File: src/rtl/load_store_unit_pkg.sv
// Shared load/store unit types: store widths, byte strobes and the
// store drain FSM state encoding.
package load_store_unit_pkg;

  localparam int unsigned ADDR_W = 32;
  localparam int unsigned DATA_W = 32;
  localparam int unsigned STRB_W = DATA_W / 8;

  typedef enum logic [1:0] {
    BYTE = 2'b00,
    HALF = 2'b01,
    WORD = 2'b10
  } store_width_t;

  typedef logic [STRB_W-1:0] store_strobe_t;

  typedef enum logic [1:0] {
    DRAIN_IDLE      = 2'b00,
    DRAIN_REQUEST   = 2'b01,
    DRAIN_WAIT_DONE = 2'b10
  } drain_state_t;

endpackage

File: src/rtl/store_lane_aligner.sv
// Combinational lane aligner: turns a right-aligned store (width, address
// low bits, data) into byte strobes and lane-replicated write data, and
// flags accesses that cross their natural alignment.
//   offset     in   address[1:0]
//   width      in   store width
//   data       in   right-aligned store data
//   strobe     out  byte enables
//   lane_data  out  data replicated onto every lane it may occupy
//   misaligned out  access is not naturally aligned
module store_lane_aligner
  import load_store_unit_pkg::*;
(
  input  logic [1:0]        offset,
  input  store_width_t      width,
  input  logic [DATA_W-1:0] data,
  output store_strobe_t     strobe,
  output logic [DATA_W-1:0] lane_data,
  output logic              misaligned
);

  always_comb begin
    strobe     = '0;
    lane_data  = data;
    misaligned = 1'b0;
    case (width)
      BYTE: begin
        strobe    = store_strobe_t'(4'b0001 << offset);
        lane_data = {4{data[7:0]}};
      end
      HALF: begin
        strobe     = offset[1] ? 4'b1100 : 4'b0011;
        lane_data  = {2{data[15:0]}};
        misaligned = offset[0];
      end
      WORD: begin
        strobe     = 4'b1111;
        misaligned = (offset != 2'b00);
      end
      // Unencoded width cannot be written safely; drop it as misaligned.
      default: misaligned = 1'b1;
    endcase
  end

endmodule

File: src/rtl/store_drain_controller.sv
// Store drain controller: pops committed entries from the store buffer head
// and issues them as word-aligned, byte-strobed memory writes, retrying
// failed writes up to MAX_RETRY extra times.
//   clk_i, rst_n_i                          clock, async active-low reset
//   buffer_empty_i/valid_i/address_i/
//   data_i/width_i                          store buffer head entry
//   pull_request_o                          pop pulse (combinational, IDLE only)
//   mem_request_o/address_o/data_o/strobe_o write request payload
//   mem_ready_i, mem_done_i, mem_error_i    memory handshake and completion
//   misaligned_o, write_error_o             drop-reason pulses
//   idle_o                                  no store in flight, buffer empty
module store_drain_controller
  import load_store_unit_pkg::*;
#(
  parameter int unsigned MAX_RETRY = 3
) (
  input  logic              clk_i,
  input  logic              rst_n_i,
  input  logic              buffer_empty_i,
  input  logic              buffer_valid_i,
  input  logic [ADDR_W-1:0] buffer_address_i,
  input  logic [DATA_W-1:0] buffer_data_i,
  input  store_width_t      buffer_width_i,
  output logic              pull_request_o,
  output logic              mem_request_o,
  output logic [ADDR_W-1:0] mem_address_o,
  output logic [DATA_W-1:0] mem_data_o,
  output store_strobe_t     mem_strobe_o,
  input  logic              mem_ready_i,
  input  logic              mem_done_i,
  input  logic              mem_error_i,
  output logic              misaligned_o,
  output logic              write_error_o,
  output logic              idle_o
);

  localparam int unsigned RETRY_W = $clog2(MAX_RETRY + 1);

  drain_state_t        state, state_next;
  logic [RETRY_W-1:0]  retry, retry_next;
  logic                request_next, misaligned_next, write_error_next;
  logic                latch;
  store_strobe_t       lane_strobe;
  logic [DATA_W-1:0]   lane_data;
  logic                lane_misaligned;

  store_lane_aligner u_aligner (
    .offset     (buffer_address_i[1:0]),
    .width      (buffer_width_i),
    .data       (buffer_data_i),
    .strobe     (lane_strobe),
    .lane_data  (lane_data),
    .misaligned (lane_misaligned)
  );

  // Pop is gated by reset so nothing leaves the buffer while held in reset.
  assign pull_request_o = rst_n_i & (state == DRAIN_IDLE) & ~buffer_empty_i & buffer_valid_i;
  assign idle_o         = (state == DRAIN_IDLE) & buffer_empty_i;

  // State register
  always_ff @(posedge clk_i or negedge rst_n_i) begin
    if (!rst_n_i) begin
      state <= DRAIN_IDLE;
      retry <= '0;
    end else begin
      state <= state_next;
      retry <= retry_next;
    end
  end

  // Next-state and next-output decode
  always_comb begin
    state_next       = state;
    retry_next       = retry;
    request_next     = 1'b0;
    misaligned_next  = 1'b0;
    write_error_next = 1'b0;
    latch            = 1'b0;
    case (state)
      DRAIN_IDLE: begin
        if (pull_request_o) begin
          latch = 1'b1;
          if (lane_misaligned) begin
            misaligned_next = 1'b1;
          end else begin
            state_next   = DRAIN_REQUEST;
            request_next = 1'b1;
            retry_next   = '0;
          end
        end
      end
      DRAIN_REQUEST: begin
        if (mem_ready_i) state_next   = DRAIN_WAIT_DONE;
        else             request_next = 1'b1;
      end
      DRAIN_WAIT_DONE: begin
        if (mem_done_i) begin
          if (!mem_error_i) begin
            state_next = DRAIN_IDLE;
          end else if (retry < RETRY_W'(MAX_RETRY)) begin
            // Only incremented below the limit, so the count never wraps.
            retry_next   = retry + RETRY_W'(1);
            state_next   = DRAIN_REQUEST;
            request_next = 1'b1;
          end else begin
            write_error_next = 1'b1;
            state_next       = DRAIN_IDLE;
          end
        end
      end
      default: state_next = DRAIN_IDLE;
    endcase
  end

  // Registered outputs; the payload holds the popped entry across retries.
  always_ff @(posedge clk_i or negedge rst_n_i) begin
    if (!rst_n_i) begin
      mem_request_o <= 1'b0;
      misaligned_o  <= 1'b0;
      write_error_o <= 1'b0;
      mem_address_o <= '0;
      mem_data_o    <= '0;
      mem_strobe_o  <= '0;
    end else begin
      mem_request_o <= request_next;
      misaligned_o  <= misaligned_next;
      write_error_o <= write_error_next;
      if (latch) begin
        mem_address_o <= {buffer_address_i[ADDR_W-1:2], 2'b00};
        mem_data_o    <= lane_data;
        mem_strobe_o  <= lane_strobe;
      end
    end
  end

endmodule
File: config.mk
export PLATFORM = sky130hd
export DESIGN_NAME = store_drain_controller
export DESIGN_NICKNAME = d
export VERILOG_FILES = /design/src/rtl/load_store_unit_pkg.sv /design/src/rtl/store_lane_aligner.sv /design/src/rtl/store_drain_controller.sv
export SDC_FILE = /design/constraint.sdc
export NUM_CORES = 1
export LEC_CHECK = 0
export BUFFER_PORTS_ARGS = -buffer_cell sky130_fd_sc_hd__clkbuf_2
export CAP_MARGIN = 15
export CORE_MARGIN = 5
export CORE_UTILIZATION = 40
export CTS_CLUSTER_DIAMETER = 40
export DETAILED_ROUTE_END_ITERATION = 8
export GPL_TIMING_DRIVEN = 1
export PLACE_DENSITY_LB_ADDON = 0.08
export SLEW_MARGIN = 20
export SYNTH_ARGS = -nofsm -noshare
export SYNTH_HDL_FRONTEND = slang
export SYNTH_SLANG_ARGS = --single-unit
File: constraint.sdc
create_clock -name clk_i -period 1.3 [get_ports clk_i]
set_input_delay 0 -clock clk_i [delete_from_list [all_inputs] [get_ports clk_i]]
set_output_delay 0 -clock clk_i [all_outputs]
set_load 0.02 [all_outputs]
==> reports/results.ini, run 1 <==
[synthesis]
synth-main-ff-cell = dfrtp_1
async_flop_share_pct = 100.0
yosys.area.top_type = dfrtp_1
synthTopCellsByCount = nand2_1 (146), dfrtp_1 (73), mux2i_1 (24), o21ai_1 (19), nor2_1 (14)
synth_edf_count = 0
ys_seq_area_share_pct = 56.07
synth_warnings = 0
syn_area_per_cell_um2 = 9.444
synth.distinct_cells = 31
ys_ff_latch = 73
synthTopCellsByArea = dfrtp_1 (56%), nand2_1 (17%), mux2i_1 (7.4%)
synth_top_cell_area_share_pct = 56.07
synth_area_um2 = 3258
synth_most_common_cell = nand2_1
postSynthCellCount = 345

[drt]
drc_errors = 0
firstDrtPassIters = 4
ant_nets = 0
drtIter0Drc = 93
via_per_inst = 4.599
avgRoutedWirePerCell_um = 14.11
vias = 3104
wirelength_um = 9527

[grt]
grt_max_degree = 74
track_usage_pct = 19.23
grt_pass1_wl_um = 15500
gr-total-overflow = 0
antenna_found_initial = 0
first_global_vias = 3241

[cts]
clkTransAtPathRegs_ns = 0.08
clockBufferDepth = 2
cts_made_buffers = 9
ctsHtreeMaxLevel = 3
clock_sinks = 73
clock_latency_ns = 0.33
tritoncts = yes
cts-root-buf = clkbuf_8

[hold_path]
hp-class = in -> reg

[sta]
rsz0062_at_grt = true
worst_slack_ns = -0.05299
fin_crit_sh_pct = 104.1
final.setup_skew_ns = 0.007460
final-hold-violation-count = 0
fmax_mhz = 739.1
setup_viol = 6
final.min_clock_period_ns = 1.353
drv_slew = 0

[worst_setup_path]
worstSetupPathType = reg -> reg
cp_max_fo = 20
critPathLaunchType = flip-flop
critPathCaptureType = flip-flop
arrival_ns = 1.60
required_ns = 1.55

[final_layout]
utilization_pct = 63.53
diodes = 0
layout-drive-gt1-share_pct = 34.21
nets = 639
syn2layout_area_growth_pct = 57.80

[floorplan]
die-area_um2 = 10050
die_w_um = 100.3
start_util_pct = 40.26
core_um2 = 8093
io_pins = 146
die_y_um = 100.3
row_count = 33

[place]
numPortBuffers = 143
post-place-ws_ns = -0.07743
hpwl_um = 6294
gp_congestion = 0.8079

[power_and_ir_drop]
irDropWorstVdd_mv = 0.7851
pwr_density_cell_nw_per_um2 = 1615
leakage_nw = 2.763

[job]
drv_cap = 0

[status]
violations = negative setup slack
outcome = finished, violations left

==> metrics by stage <==
stage	setup TNS (ns)	power (mW)	cells	hold WS, ns	cell area (µm²)
floorplan	0	4.950	346	-0.2956	3262
global placement	-0.2013	6.003	586	0.1393	4074
detailed placement	-1.067	6.055	586	0.1261	4074
CTS	-1.205	8.299	672	0.0004980	5042
global route	-2.906	8.836	675	0.03066	5141
finish	-0.1808	8.301	675	0.007126	5141
==> per-layer routing <==
layer	vias up	track usage (%)	wire length [µm]
met2	95	33.69	4694
met3	14	3.961	574
met4	0	5.907	123
met5	-	0	0
met1	1440	23.78	4134
li1	1555	-	-
==> critical path, stage by stage (launching register included) <==
cell,delay [ns]
dfrtp_1,0.41
nor2_4,0.14
nand4b_4,0.14
buf_8,0.18
buf_12,0.16
o31ai_4,0.23
==> cell families (layout without fill, tap and decap cells) <==
family          count (synthesis)  in the layout  share of synthesized area [%]
simple gates                  168            168                          20.78
compound gates                 50             50                          9.025
fa+ha+maj                       1              1                         0.3840
flops                          73             73                          56.07
mux                            24             24                          7.373
other cells                     1              2                         0.1151
buf+inv                        28            252                          6.260
==> report_power, final <==
| part | leakage, nW | switching (mW) | internal (mW) | total (mW) |
|---|---|---|---|---|
| logic | 1.73 | 1.83 | 1.17 | 3.00 |
| clock network | 0.115 | 0.813 | 1.18 | 1.99 |
| registers | 0.918 | 0.375 | 2.93 | 3.31 |
==> final timing paths <==
| check | slack (ns) | to | depth (start not counted) | start |
|---|---|---|---|---|
| setup reg to reg | -0.05 | mem_strobe_o[0]$_DFFE_PN0P_ | 5 | state[1]$_DFFE_PN0P_ |
| setup / recovery | -0.05 | mem_strobe_o[0]$_DFFE_PN0P_ | 5 | state[1]$_DFFE_PN0P_ |
| hold / removal | 0.007 | mem_data_o[15]$_DFFE_PN0P_ | 3 | buffer_data_i[15] |
| max in group asynchronous | 0.70 | retry[0]$_DFFE_PN0P_ | 3 | rst_n_i |
| hold reg to reg | 0.47 | mem_address_o[30]$_DFFE_PN0P_ | 2 | mem_address_o[30]$_DFFE_PN0P_ |
| min in group asynchronous | 0.31 | mem_address_o[12]$_DFFE_PN0P_ | 3 | rst_n_i |
==> sequential cells by signal, indices dropped and copies added, names as in the netlist <==
register       cells
mem_data_o        32
mem_address_o     30
mem_strobe_o       4
retry              2
state              2
mem_request_o      1
misaligned_o       1
write_error_o      1
==> placed cells by master, fill, tap and decap left out, types with 2 or more instances in the layout <==
| master | Yosys | final |
|---|---|---|
| a21oi_1 | 10 | 10 |
| and2_1 | 2 | 2 |
| buf_12 | 0 | 4 |
| buf_4 | 4 | 14 |
| buf_6 | 10 | 3 |
| buf_8 | 0 | 2 |
| bufinv_16 | 0 | 2 |
| clkbuf_2 | 0 | 140 |
| clkbuf_8 | 0 | 12 |
| clkinv_2 | 1 | 2 |
| conb_1 | 1 | 2 |
| dfrtp_1 | 73 | 73 |
| dlygate4sd3_1 | 0 | 65 |
| inv_1 | 5 | 5 |
| mux2i_1 | 24 | 24 |
| nand2_1 | 146 | 144 |
| nand2_2 | 0 | 2 |
| nor2_1 | 14 | 13 |
| nor2_4 | 2 | 3 |
| o21ai_0 | 6 | 6 |
| o21ai_1 | 19 | 19 |
| o21ai_2 | 3 | 3 |
| o22ai_1 | 2 | 2 |
| o311ai_0 | 2 | 2 |
| o31ai_4 | 0 | 2 |
==> area by class of cell <==
type / instances / area, µm²
multi-input cells: 245 / 1280
well taps: 105 / 131.4
inverters: 6 / 35.03
fillers: 706 / 2952
clock inverters: 5 / 77.57
flip-flops and latches: 73 / 1827
clock buffers: 11 / 151.4
repair buffers: 230 / 1639
==> timing repair <==
item                                    CTS  global route
endpoints found under the setup margin   47            72
endpoints found under the hold margin   138             0
hold buffers                             65             0
gates cloned                              0             2
pin swaps                                 3             6
setup buffers                             6             2
resized for setup                        10            11
(Power assumes the default switching activity.)
==> run 2: changes to the inputs <==
Settings changed: CORE_UTILIZATION 40 to 42.
==> reports/results.ini, run 2 (synthesis gave the netlist of run 1 again) <==
[worst_setup_path]
cp_max_fo = 5
required_ns = 1.58
worstSetupPathType = reg -> reg
critPathLaunchType = flip-flop
arrival_ns = 1.59
critPathCaptureType = flip-flop

[final_layout]
final_cell_mix = clkbuf_2 (140), nand2_1 (114), dfrtp_1 (73), dlygate4sd3_1 (66)
diodes = 0
nets = 645
utilization_pct = 70.16
layout-drive-gt1-share_pct = 39.93
largest_reg_flops = 32
reg.largest.list = mem_data_o (32), mem_address_o (30), mem_strobe_o (4)
largest_register = mem_data_o
syn2layout_area_growth_pct = 64.67
finalInstanceArea_um2 = 5365
final_common_cell = clkbuf_2

[sta]
final.setup_skew_ns = 0.008492
final.min_clock_period_ns = 1.317
rsz0062_at_grt = true
fin_tns_setup_ns = -0.05409
drv_slew = 0
fmax_mhz = 759.4
fin_crit_sh_pct = 101.3
final-hold-violation-count = 0
setup_viol = 6
worst_slack_ns = -0.01688

[drt]
vias = 3136
via_per_inst = 4.625
ant_nets = 0
drc_errors = 0
drtIter0Drc = 96
wirelength_um = 10110
firstDrtPassIters = 5
avgRoutedWirePerCell_um = 14.91

[floorplan]
die-area_um2 = 9619
die_y_um = 98.08
io_pins = 146
start_util_pct = 42.60
row_count = 32
core_um2 = 7647
die_w_um = 98.08

[place]
numPortBuffers = 143
place_area_um2 = 4083
gp_congestion = 0.7559
hpwl_um = 6167
post-place-ws_ns = 0.001749

[grt]
antenna_found_initial = 0
gr-total-overflow = 0
track_usage_pct = 20.49
first_global_vias = 3107
grt_pass1_wl_um = 15950
grt_max_degree = 74

[status]
outcome = finished, violations left
violations = negative setup slack

[job]
drv_cap = 0

[cts]
clkTransAtPathRegs_ns = 0.07
clockBufferDepth = 2
cts-root-buf = clkbuf_8
clock_sinks = 73
clock_latency_ns = 0.34
tritoncts = yes
cts_made_buffers = 9
ctsHtreeMaxLevel = 3

[power_and_ir_drop]
irDropWorstVdd_mv = 0.8048
pwr_density_cell_nw_per_um2 = 1529
leakage_nw = 2.878

[hold_path]
hp-class = in -> reg

## run 2: changes by cell type in the layout (fill, tap and decap cells not counted), sizes merged
| cell | change |
|---|---|
| buf | +3 |
| bufinv | -1 |
| clkinvlp | +1 |
| clkbuf | +2 |
| dlygate4sd3 | +1 |
## run 2: layout make-up
| type | instances | area, µm² |
|---|---|---|
| Clock buffer | 11 | 141.4 |
| Inverter | 6 | 27.53 |
| Fill cell | 614 | 2282 |
| Timing Repair Buffer | 236 | 1808 |
| Multi-Input combinational cell | 245 | 1379 |
| Sequential cell | 73 | 1827 |
| Clock inverter | 5 | 55.05 |
| Tap cell | 102 | 127.6 |
## run 2: metal layers
metal	global-route usage, %	share of wire, %
met5	0	0
met4	6.816	1.3
met3	4.929	6.3
met2	33.19	49
met1	27.08	43
## run 2: timing repair
item,4_1_cts,5_1_grt
hold endpoints to repair,139,0
gates resized for setup,13,52
pin swaps,4,36
setup endpoints to repair,10,63
cloned,2,3
hold buffers,66,0
buffers inserted,3,5
## run 2: critical path: stages (launching register included)
cell and delay [ns]:
dfrtp_1 0.41, nor2_4 0.14, nand4b_4 0.13, clkinv_4 0.08, buf_8 0.13, buf_12 0.11
clkbuf_16 0.15, nand2_2 0.05, nand2_1 0.05
## run 2: per-stage QoR
step	hold WS [ns]	total power [mW]	instances
final	0.05284	8.201	678
after global routing	0.05725	8.694	678
after CTS	0.02281	8.078	670
after detailed placement	0.09379	6.053	583
after global placement	0.09163	5.998	583
after floorplan	-0.2956	4.950	346
## run 2: power breakdown
group	switching [mW]	internal, mW	leakage, nW
logic	1.89	1.22	1.86
clock network	0.844	0.934	0.0953
registers	0.380	2.93	0.918
## run 2: final timing paths
kind	from	to	slack [ns]	depth (start not counted)
min in group asynchronous	rst_n_i	mem_data_o[21]$_DFFE_PN0P_	0.34	3
setup / recovery	state[1]$_DFFE_PN0P_	mem_address_o[18]$_DFFE_PN0P_	-0.02	8
hold / removal	buffer_address_i[1]	mem_strobe_o[1]$_DFFE_PN0P_	0.05	4
max in group asynchronous	rst_n_i	mem_data_o[15]$_DFFE_PN0P_	0.63	3
hold reg to reg	mem_address_o[20]$_DFFE_PN0P_	mem_address_o[20]$_DFFE_PN0P_	0.48	2
setup reg to reg	state[1]$_DFFE_PN0P_	mem_address_o[18]$_DFFE_PN0P_	-0.02	8
